===== config.mk =====
export PLATFORM = sky130hd
export DESIGN_NAME = uart_rx_fifo
export DESIGN_NICKNAME = d
export VERILOG_FILES = /design/src/rtl/uart_pkg.sv /design/src/rtl/sync_fifo.sv /design/src/rtl/uart_rx_fifo.sv
export SDC_FILE = /design/constraint.sdc
export NUM_CORES = 1
export LEC_CHECK = 0
export ABC_AREA = 1
export CAP_MARGIN = 20
export CORE_MARGIN = 1.5
export CORE_UTILIZATION = 45
export CTS_CLUSTER_SIZE = 12
export DETAILED_ROUTE_END_ITERATION = 6
export RECOVER_POWER = 50
export SLEW_MARGIN = 20
export SYNTH_ARGS = -nofsm -noshare
export SYNTH_HDL_FRONTEND = slang
export SYNTH_SLANG_ARGS = --single-unit

===== constraint.sdc =====
create_clock -name clk -period 2.65 [get_ports clk]
set_input_delay 0.53 -clock clk [delete_from_list [all_inputs] [get_ports clk]]
set_output_delay 0.53 -clock clk [all_outputs]
set_load 0.01 [all_outputs]

===== src/rtl/uart_pkg.sv =====
// rtl/uart_pkg.sv - shared UART receive types and constants
package uart_pkg;

  localparam int BYTE_W        = 8;
  localparam int DEFAULT_DEPTH = 16;

  typedef struct packed {
    logic              error;
    logic [BYTE_W-1:0] data;
  } rx_entry_t;

endpackage


===== src/rtl/sync_fifo.sv =====
// rtl/sync_fifo.sv - show-ahead synchronous FIFO with wrapping pointers and occupancy counter
module sync_fifo #(
  parameter int WIDTH = 9,
  parameter int DEPTH = 16,
  localparam int AW   = $clog2(DEPTH),
  localparam int LW   = AW + 1
) (
  input  logic             clk,
  input  logic             reset_,
  input  logic             wr_en,
  input  logic [WIDTH-1:0] wr_data,
  input  logic             rd_en,
  output logic [WIDTH-1:0] rd_data,
  output logic [LW-1:0]    level,
  output logic             empty,
  output logic             full
);

  logic [WIDTH-1:0] mem [DEPTH];
  logic [AW-1:0]    wr_ptr;
  logic [AW-1:0]    rd_ptr;
  logic             do_wr;
  logic             do_rd;

  assign empty   = (level == '0);
  assign full    = (level == LW'(DEPTH));
  assign do_rd   = rd_en && !empty;
  // A full FIFO still takes a write when the head leaves in the same cycle.
  assign do_wr   = wr_en && (!full || do_rd);
  assign rd_data = mem[rd_ptr];

  always_ff @(posedge clk) begin
    if (do_wr) mem[wr_ptr] <= wr_data;
  end

  always_ff @(posedge clk or negedge reset_) begin
    if (!reset_) begin
      wr_ptr <= '0;
      rd_ptr <= '0;
      level  <= '0;
    end else begin
      if (do_wr) wr_ptr <= wr_ptr + 1'b1;
      if (do_rd) rd_ptr <= rd_ptr + 1'b1;
      case ({do_wr, do_rd})
        2'b10:   level <= level + 1'b1;
        2'b01:   level <= level - 1'b1;
        default: level <= level;
      endcase
    end
  end

endmodule


===== src/rtl/uart_rx_fifo.sv =====
// rtl/uart_rx_fifo.sv - UART receive byte FIFO with pulse handshake, drop-on-full and error status
module uart_rx_fifo
  import uart_pkg::*;
#(
  parameter int DEPTH     = DEFAULT_DEPTH,
  parameter int ERR_CNT_W = 8
) (
  input  logic                     clk,
  input  logic                     reset_,
  input  logic                     in_req,
  output logic                     in_ready,
  input  logic [BYTE_W-1:0]        in_data,
  input  logic                     in_error,
  output logic                     out_valid,
  input  logic                     out_ready,
  output logic [BYTE_W-1:0]        out_data,
  output logic                     out_error,
  output logic [$clog2(DEPTH):0]   level,
  output logic                     overflow,
  output logic [ERR_CNT_W-1:0]     err_count,
  input  logic                     clr_status
);

  rx_entry_t wr_entry;
  rx_entry_t rd_entry;
  logic      fifo_empty;
  logic      fifo_full;
  logic      handshake;
  logic      pop;
  logic      accept;
  logic      drop;
  logic      err_event;

  assign handshake = in_req && in_ready;
  assign pop       = out_valid && out_ready;
  assign accept    = handshake && (!fifo_full || pop);
  // Upstream always completes; a byte with nowhere to go is simply lost.
  assign drop      = handshake && !accept;
  assign err_event = accept && in_error;

  assign wr_entry.error = in_error;
  assign wr_entry.data  = in_data;
  assign out_valid      = !fifo_empty;
  assign out_data       = rd_entry.data;
  assign out_error      = rd_entry.error;

  sync_fifo #(
    .WIDTH ($bits(rx_entry_t)),
    .DEPTH (DEPTH)
  ) u_fifo (
    .clk     (clk),
    .reset_  (reset_),
    .wr_en   (accept),
    .wr_data (wr_entry),
    .rd_en   (pop),
    .rd_data (rd_entry),
    .level   (level),
    .empty   (fifo_empty),
    .full    (fifo_full)
  );

  always_ff @(posedge clk or negedge reset_) begin
    if (!reset_) begin
      in_ready  <= 1'b0;
      overflow  <= 1'b0;
      err_count <= '0;
    end else begin
      in_ready <= in_req && !in_ready;

      if (drop)            overflow <= 1'b1;
      else if (clr_status) overflow <= 1'b0;

      // A same-cycle error byte outranks the clear, leaving a count of one.
      if (clr_status)
        err_count <= ERR_CNT_W'(err_event);
      else if (err_event && (err_count != '1))
        err_count <= err_count + 1'b1;
    end
  end

endmodule


# After elaboration in Yosys (flattened, before gate mapping)

Memories as Yosys holds them, arrays and structs flattened.
Index checks and enable logic that the tools add are counted.

Register bits after elaboration: 23
Memory bits (writable): 144
Input bits: 14
Output and inout port bits: 25
Logic and storage cells: 42
Memories: 1

Memory list:

| memory     | depth | bits a word | read ports | clocked after Yosys merged registers in | wr ports | line            | text |
|---|---|---|---|---|---|---|---|
| u_fifo.mem | 16    | 9           | 1          | 0                                       | 1        | sync_fifo.sv:19 | `logic [WIDTH-1:0] mem [DEPTH];` |

Add/subtract/negate cells: 5
Equal/unequal tests: 4
Muxes and demuxes: 7
Reductions and logical operators: 19

Operator list:

| kind                  | number |
|---|---|
| $mux W8               | 2 |
| $pmux W5 S2           | 1 |
| $logic_and A1 B1 Y1   | 9 |
| $add A4 B1 Y4 const B | 2 |
| $add A8 B1 Y8 const B | 1 |
| $ne A8 B8 Y1 const B  | 1 |
| $reduce_bool A2 Y1    | 3 |
| $add A5 B1 Y5 const B | 1 |
| $eq A5 B5 Y1 const B  | 1 |
| $logic_not A5 Y1      | 1 |
| $sub A5 B1 Y5 const B | 1 |
| $logic_not A1 Y1      | 4 |
| $mux W1               | 4 |
| $eq A2 B1 Y1 const B  | 1 |
| $eq A2 B2 Y1 const B  | 1 |
| $logic_or A1 B1 Y1    | 2 |

# Depth between registers and ports, before layout

Depth after elaboration: 9
Gate-level depth with buffers: 17
Depth with buffers taken out: 17

# Modules after synthesis

A second synthesis with hierarchy kept.

Cells, all modules: 612
Area, all modules: 7204.4 µm²

Modules (own cells, without submodules):

| module       | times used | cells an instance | area each (µm²) | seq. area each (µm²) |
|---|---|---|---|---|
| sync_fifo    | 1          | 524               | 6547.5          | 4649.5 |
| uart_rx_fifo | 1          | 88                | 656.9           | 250.2 |

# Least setup slack after synthesis

Ideal clock, no wire load.

Path type: reg2reg
Start: register u_fifo.level[0]
End: register u_fifo.level[4]
Data arrival time: 1.994 ns
Required time: 2.533 ns
Path slack: 0.539 ns
Cell stages (with the launch flop): 17
Path buffers: 0
Clock period less this slack: 2.111 ns
Path through: dfrtp_1 -> nor2_2 -> nand3_1 -> nand2_1 -> inv_1 -> ha_1 -> inv_1 -> nand2_1 -> nand2_1 -> ha_1 -> inv_1 -> nand2_1 -> nand3_1 -> nand3b_1 -> nand2_1 -> nand2_1 -> nand2_1

Cells in the longest elaborated chain, start to end: 8
Elaborated cells between the ends (all ways): 16
Classes of those cells: add/sub: 2; eq/ne: 3; mux: 1; reduce/logical: 10

RTL lines:

| what                                                     | line               | text |
|---|---|---|
| start: declaration                                       | sync_fifo.sv:14    | `output logic [LW-1:0] level,` |
| start signal: assignment                                 | sync_fifo.sv:45    | `2'b10: level <= level + 1'b1;` |
| start signal: assignment                                 | sync_fifo.sv:46    | `2'b01: level <= level - 1'b1;` |
| start signal: assignment                                 | sync_fifo.sv:47    | `default: level <= level;` |
| $logic_not A5 Y1 *                                       | sync_fifo.sv:25    | `assign empty = (level == '0);` |
| $logic_not A1 Y1 *                                       | uart_rx_fifo.sv:43 | `assign out_valid = !fifo_empty;` |
| via out_valid                                            | uart_rx_fifo.sv:14 | `output logic out_valid,` |
| $logic_and A1 B1 Y1                                      | uart_rx_fifo.sv:35 | `assign pop = out_valid && out_ready;` |
| $logic_and A1 B1 Y1 *                                    | sync_fifo.sv:27    | `assign do_rd = rd_en && !empty;` |
| via u_fifo.do_rd                                         | sync_fifo.sv:23    | `logic do_rd;` |
| $logic_or A1 B1 Y1                                       | sync_fifo.sv:29    | `assign do_wr = wr_en && (!full \|\| do_rd);` |
| $logic_and A1 B1 Y1                                      | sync_fifo.sv:29    |  |
| $eq A2 B1 Y1 / $eq A2 B2 Y1 (equally long branches)      | sync_fifo.sv:44    | `case ({do_wr, do_rd})` |
| $pmux W5 S2 / $reduce_bool A2 Y1 (equally long branches) | n/a                |  |

Mark *: on every way through the listed nets, which the timed path passes. The rest lies on a longest branch.
A chain may end at the register's enable or synchronous reset.

# Worst setup path after layout

Start: register u_fifo.rd_ptr[0]
End: output out_data[0]

Cells in the longest elaborated chain, start to end: 1

RTL lines:

| what                     | line               | text |
|---|---|---|
| start: declaration       | sync_fifo.sv:21    | `logic [AW-1:0] rd_ptr;` |
| start signal: assignment | sync_fifo.sv:43    | `if (do_rd) rd_ptr <= rd_ptr + 1'b1;` |
| $mem_v2 Z16 W9           | n/a                |  |
| end: declaration         | uart_rx_fifo.sv:16 | `output logic [BYTE_W-1:0] out_data,` |

No other way between the ends.

==> Implementation_results.wiki <==
{| class="wikitable"
! Metric !! Value
|-
| Total I/O pin count || 39
|-
| Areal power density over the cells || 1010 nW/um^2
|-
| First-pass GRT wire length || 25800 um
|-
| Starting Density || 0.459
|-
| Vias || 4911
|-
| Drt wl/cell || 17.8 um
|-
| Fraction of final layout cells sized beyond drive strength 1 || 0.118
|-
| All-Layer GR Usage || 0.210
|-
| Final-layout worst hold slack || 0.451 ns
|-
| Initial antenna violation count || 0
|-
| Final Hold Viols || 0
|-
| Synthesized area per cell || 11.5 um^2
|-
| X dimension of the die || 130 um
|-
| Gr ovfl total || 0
|-
| Share of synthesized registers carrying an async set or reset || 0.138
|-
| Critical path required time || 2.12 ns
|-
| Met3 Usage GRT || 0.0484
|-
| Startpoint of the most critical hold path || in_ready
|-
| Fraction of power spent switching nets || 0.346
|-
| Number of design rule violations left after detail routing || 0
|-
| Fin worst setup slack || 0.0695 ns
|-
| Depth of the CTS H-tree || 4
|-
| Yosys Warn Count || 0
|-
| Nature of the critical path startpoint || register
|-
| Number of detailed-routing iterations run before antenna repair || 5
|-
| Nets@finish || 723
|-
| Startpoint of the worst register-to-register path || u_fifo.level[0]
|-
| Slew at the pin with the worst max-slew slack || 1.38 ns
|-
| First DRT Iteration DRCs || 367
|-
| Largest net degree at the start of global routing || 49
|-
| GPL Wtd Cong || 0.816
|-
| Met1 global-route usage || 0.269
|-
| Crit. End Element || output port
|-
| Outcome || finished clean
|-
| Compound-Gate Fraction of Synth Area || 0.0971
|-
| Cell Area, Placed || 8010 um^2
|-
| Type of the worst min-delay path || register to register
|-
| Post-synth EDFFs || 144
|-
| Die outline height || 130 um
|-
| TritonCTS sink count || 167
|-
| Count of maximum capacitance violations || 0
|-
| Commonest cells in the synthesized netlist || edfxtp_1 (144), nor2_1 (106), nand2_1 (68)
|-
| Global routing usage on met2 || 0.343
|-
| Share of the yosys chip area belonging to registers || 0.678
|-
| Period utilisation layout || 0.974
|-
| Most common cell in the synthesized netlist || edfxtp_1
|-
| Start-to-end type of the worst setup path || register to output port
|-
| Cell count of the worst reg-to-reg path || 16
|-
| Highest clock frequency the design can meet || 388 MHz
|-
| Maximum VDD drop || 0.723 mV
|-
| Relative contribution of sequential cells to total power || 0.370
|-
| Vias in the first global route || 4795
|-
| Fraction of the mapped netlist area in simple logic gates || 0.141
|-
| Buffers added on ports || 38
|-
| Post-route antenna net violation count || 0
|-
| Adder and majority gate portion of the synthesized area || 0.0156
|-
| Clock root buffer master || clkbuf_16
|-
| Share of the synthesized area in the top cell type || 0.598
|-
| Final setup violating endpoints || 0
|-
| Unique cell type count in the Yosys netlist || 31
|-
| Clock Tree Buf Depth || 2
|-
| Final max-slew violation count || 0
|-
| Largest fanout of any net on the critical path || 24
|-
| CTS buffer count || 17
|-
| Nets in the synthesized netlist || 652
|-
| Combinational family with the most area after synthesis || simple AND/OR/NAND/NOR gates
|-
| Floorplan die area || 16800 um^2
|-
| Clock-pin slew reported for the worst setup and hold paths after clock tree synthesis || 0.06 ns
|-
| Place WS || 0.150 ns
|-
| Startpoint of the worst setup timing path || u_fifo.rd_ptr[0]
|-
| RSZ-0062 raised after global routing || yes
|-
| Cell Int Power || 5700 uW
|-
| Largest area contributor in the netlist || edfxtp_1
|-
| Most used flip-flop cell after synthesis || edfxtp_1
|-
| Area share of xor/xnor cells in the synthesized design || 0.0157
|-
| Clock tree from TritonCTS || yes
|-
| Post-CTS Hold Buffers || 0
|-
| Number of antenna cells inserted || 0
|-
| Clock Latency Late Sink || 0.43 ns
|-
| Total standard cell area after synthesis || 7230 um^2
|-
| Synth-to-Final Area Change || 19.6%
|-
| Gate power share || 0.352
|-
| HPWL after DPL || 10500 um
|-
| Shortest clock period the worst path allows after layout || 2.58 ns
|-
| Average vias per placed instance || 5.29
|-
| Non-Filler Cell Area, Final || 8650 um^2
|-
| Final wirelength || 16500 um
|-
| Data arrival at the endpoint of the critical path || 2.05 ns
|-
| Total of flip-flops plus latches after synthesis || 167
|-
| Layout Skew || 0.00806 ns
|-
| Max_slew headroom || 0.0811
|-
| Top cells by area in the synthesized netlist || edfxtp_1 (60%), dfrtp_1 (8.0%), nor2_1 (5.5%)
|-
| Clock share of power || 0.277
|-
| Core Region || 15800 um^2
|-
| Proportion of synthesized area in mux cells || 0
|-
| Standard-cell row count || 46
|-
| Net switching power figure || 3020 uW
|-
| Worst Hold Path Cells || 1
|-
| Post-synthesis instance total || 629
|-
| Peak-usage layer in the global routing report || met2
|-
| Static leakage || 0.00330 uW
|}
worst max-delay path, stage by stage (launching register included):
cell and delay (ns):
dfrtp_2 0.50, clkbuf_16 0.23, a21oi_1 0.15, o21ai_0 0.10, o211ai_1 0.11, nand3_1 0.16
nand2_1 0.11, dlygate4sd2_1 0.27
cells by family after synthesis:
family,after synthesis
adder cells (fa/ha/maj),9
AO/OA/AOI/OAI,126
AND/OR/NAND/NOR,237
buffers and inverters,77
XOR/XNOR,13
flip-flops,167
final cells by class:
class | count | area [um^2]
clock buffers | 25 | 475
clock inverters | 7 | 96.3
fillers | 1381 | 7120
inverters | 49 | 190
multi-input cells | 385 | 1950
flip-flops and latches | 167 | 4900
well taps | 216 | 270
repair buffers | 80 | 768
routing by layer:
layer	routed length, um	vias to the layer above
met5	0	-
met4	478	0
met3	795	36
met2	7940	136
met1	7300	2403
li1	-	2336
per-stage QoR:
step                      power (uW)   util  TNS (ns)  std cells
after CTS                       8700  0.545    -0.956        926
after detailed placement        6270  0.508         0        894
after global routing            9240  0.549   -0.0201        929
final                           8710  0.549         0        929
after global placement          6200  0.508         0        894
after floorplan                 5190      -         0        629
power by group through the flow:
stage,sequential [uW],combinational [uW],clock [uW]
2_1_floorplan,3220,1970,0
3_3_place_gp,3250,2950,0
3_5_place_dp,3260,3010,0
4_1_cts,3220,3030,2450
5_1_grt,3250,3430,2560
6_report,3230,3070,2420
flip-flops by register name (all words and copies together), names as in the netlist:
name	count
u_fifo.wr_ptr	4
overflow	1
in_ready	1
err_count	8
u_fifo.level	5
u_fifo.rd_ptr	4
u_fifo.mem	144
layout by cell type (no fill, tap or decap), types with 3 or more instances in the layout:
master and count:
o21ai_0 54, xor2_1 9, nand2_1 68, clkdlybuf4s50_1 17, buf_4 30, edfxtp_1 144
nand3_1 51, dlygate4sd3_1 12, xnor2_1 4, ha_1 9, nor2_2 4, o21ai_1 24
inv_1 44, clkinvlp_4 3, a21oi_1 17, dlymetal6s2s_1 6, clkbuf_16 18, dfrtp_1 22
nor2_1 107, o211ai_1 27, buf_8 4, clkbuf_1 9
path summary, 6_finish.rpt:
kind                       slack [ns]          endpoint
min in group asynchronous        0.93   u_fifo.level[0]
max                              0.07       out_data[0]
max reg2reg                      0.49   u_fifo.level[4]
max in group asynchronous        0.80  u_fifo.rd_ptr[0]
min                              0.45          in_ready
min reg2reg                      0.45          in_ready
repair_timing:
| item | 4_1_cts | 5_1_grt |
|---|---|---|
| resized for setup | 10 | 23 |
| pin swaps | 1 | 3 |
| setup buffers | 0 | 2 |
| setup endpoints to repair | 9 | 8 |
| cloned | 0 | 1 |
Note: power is estimated with default switching activity, not from simulation.
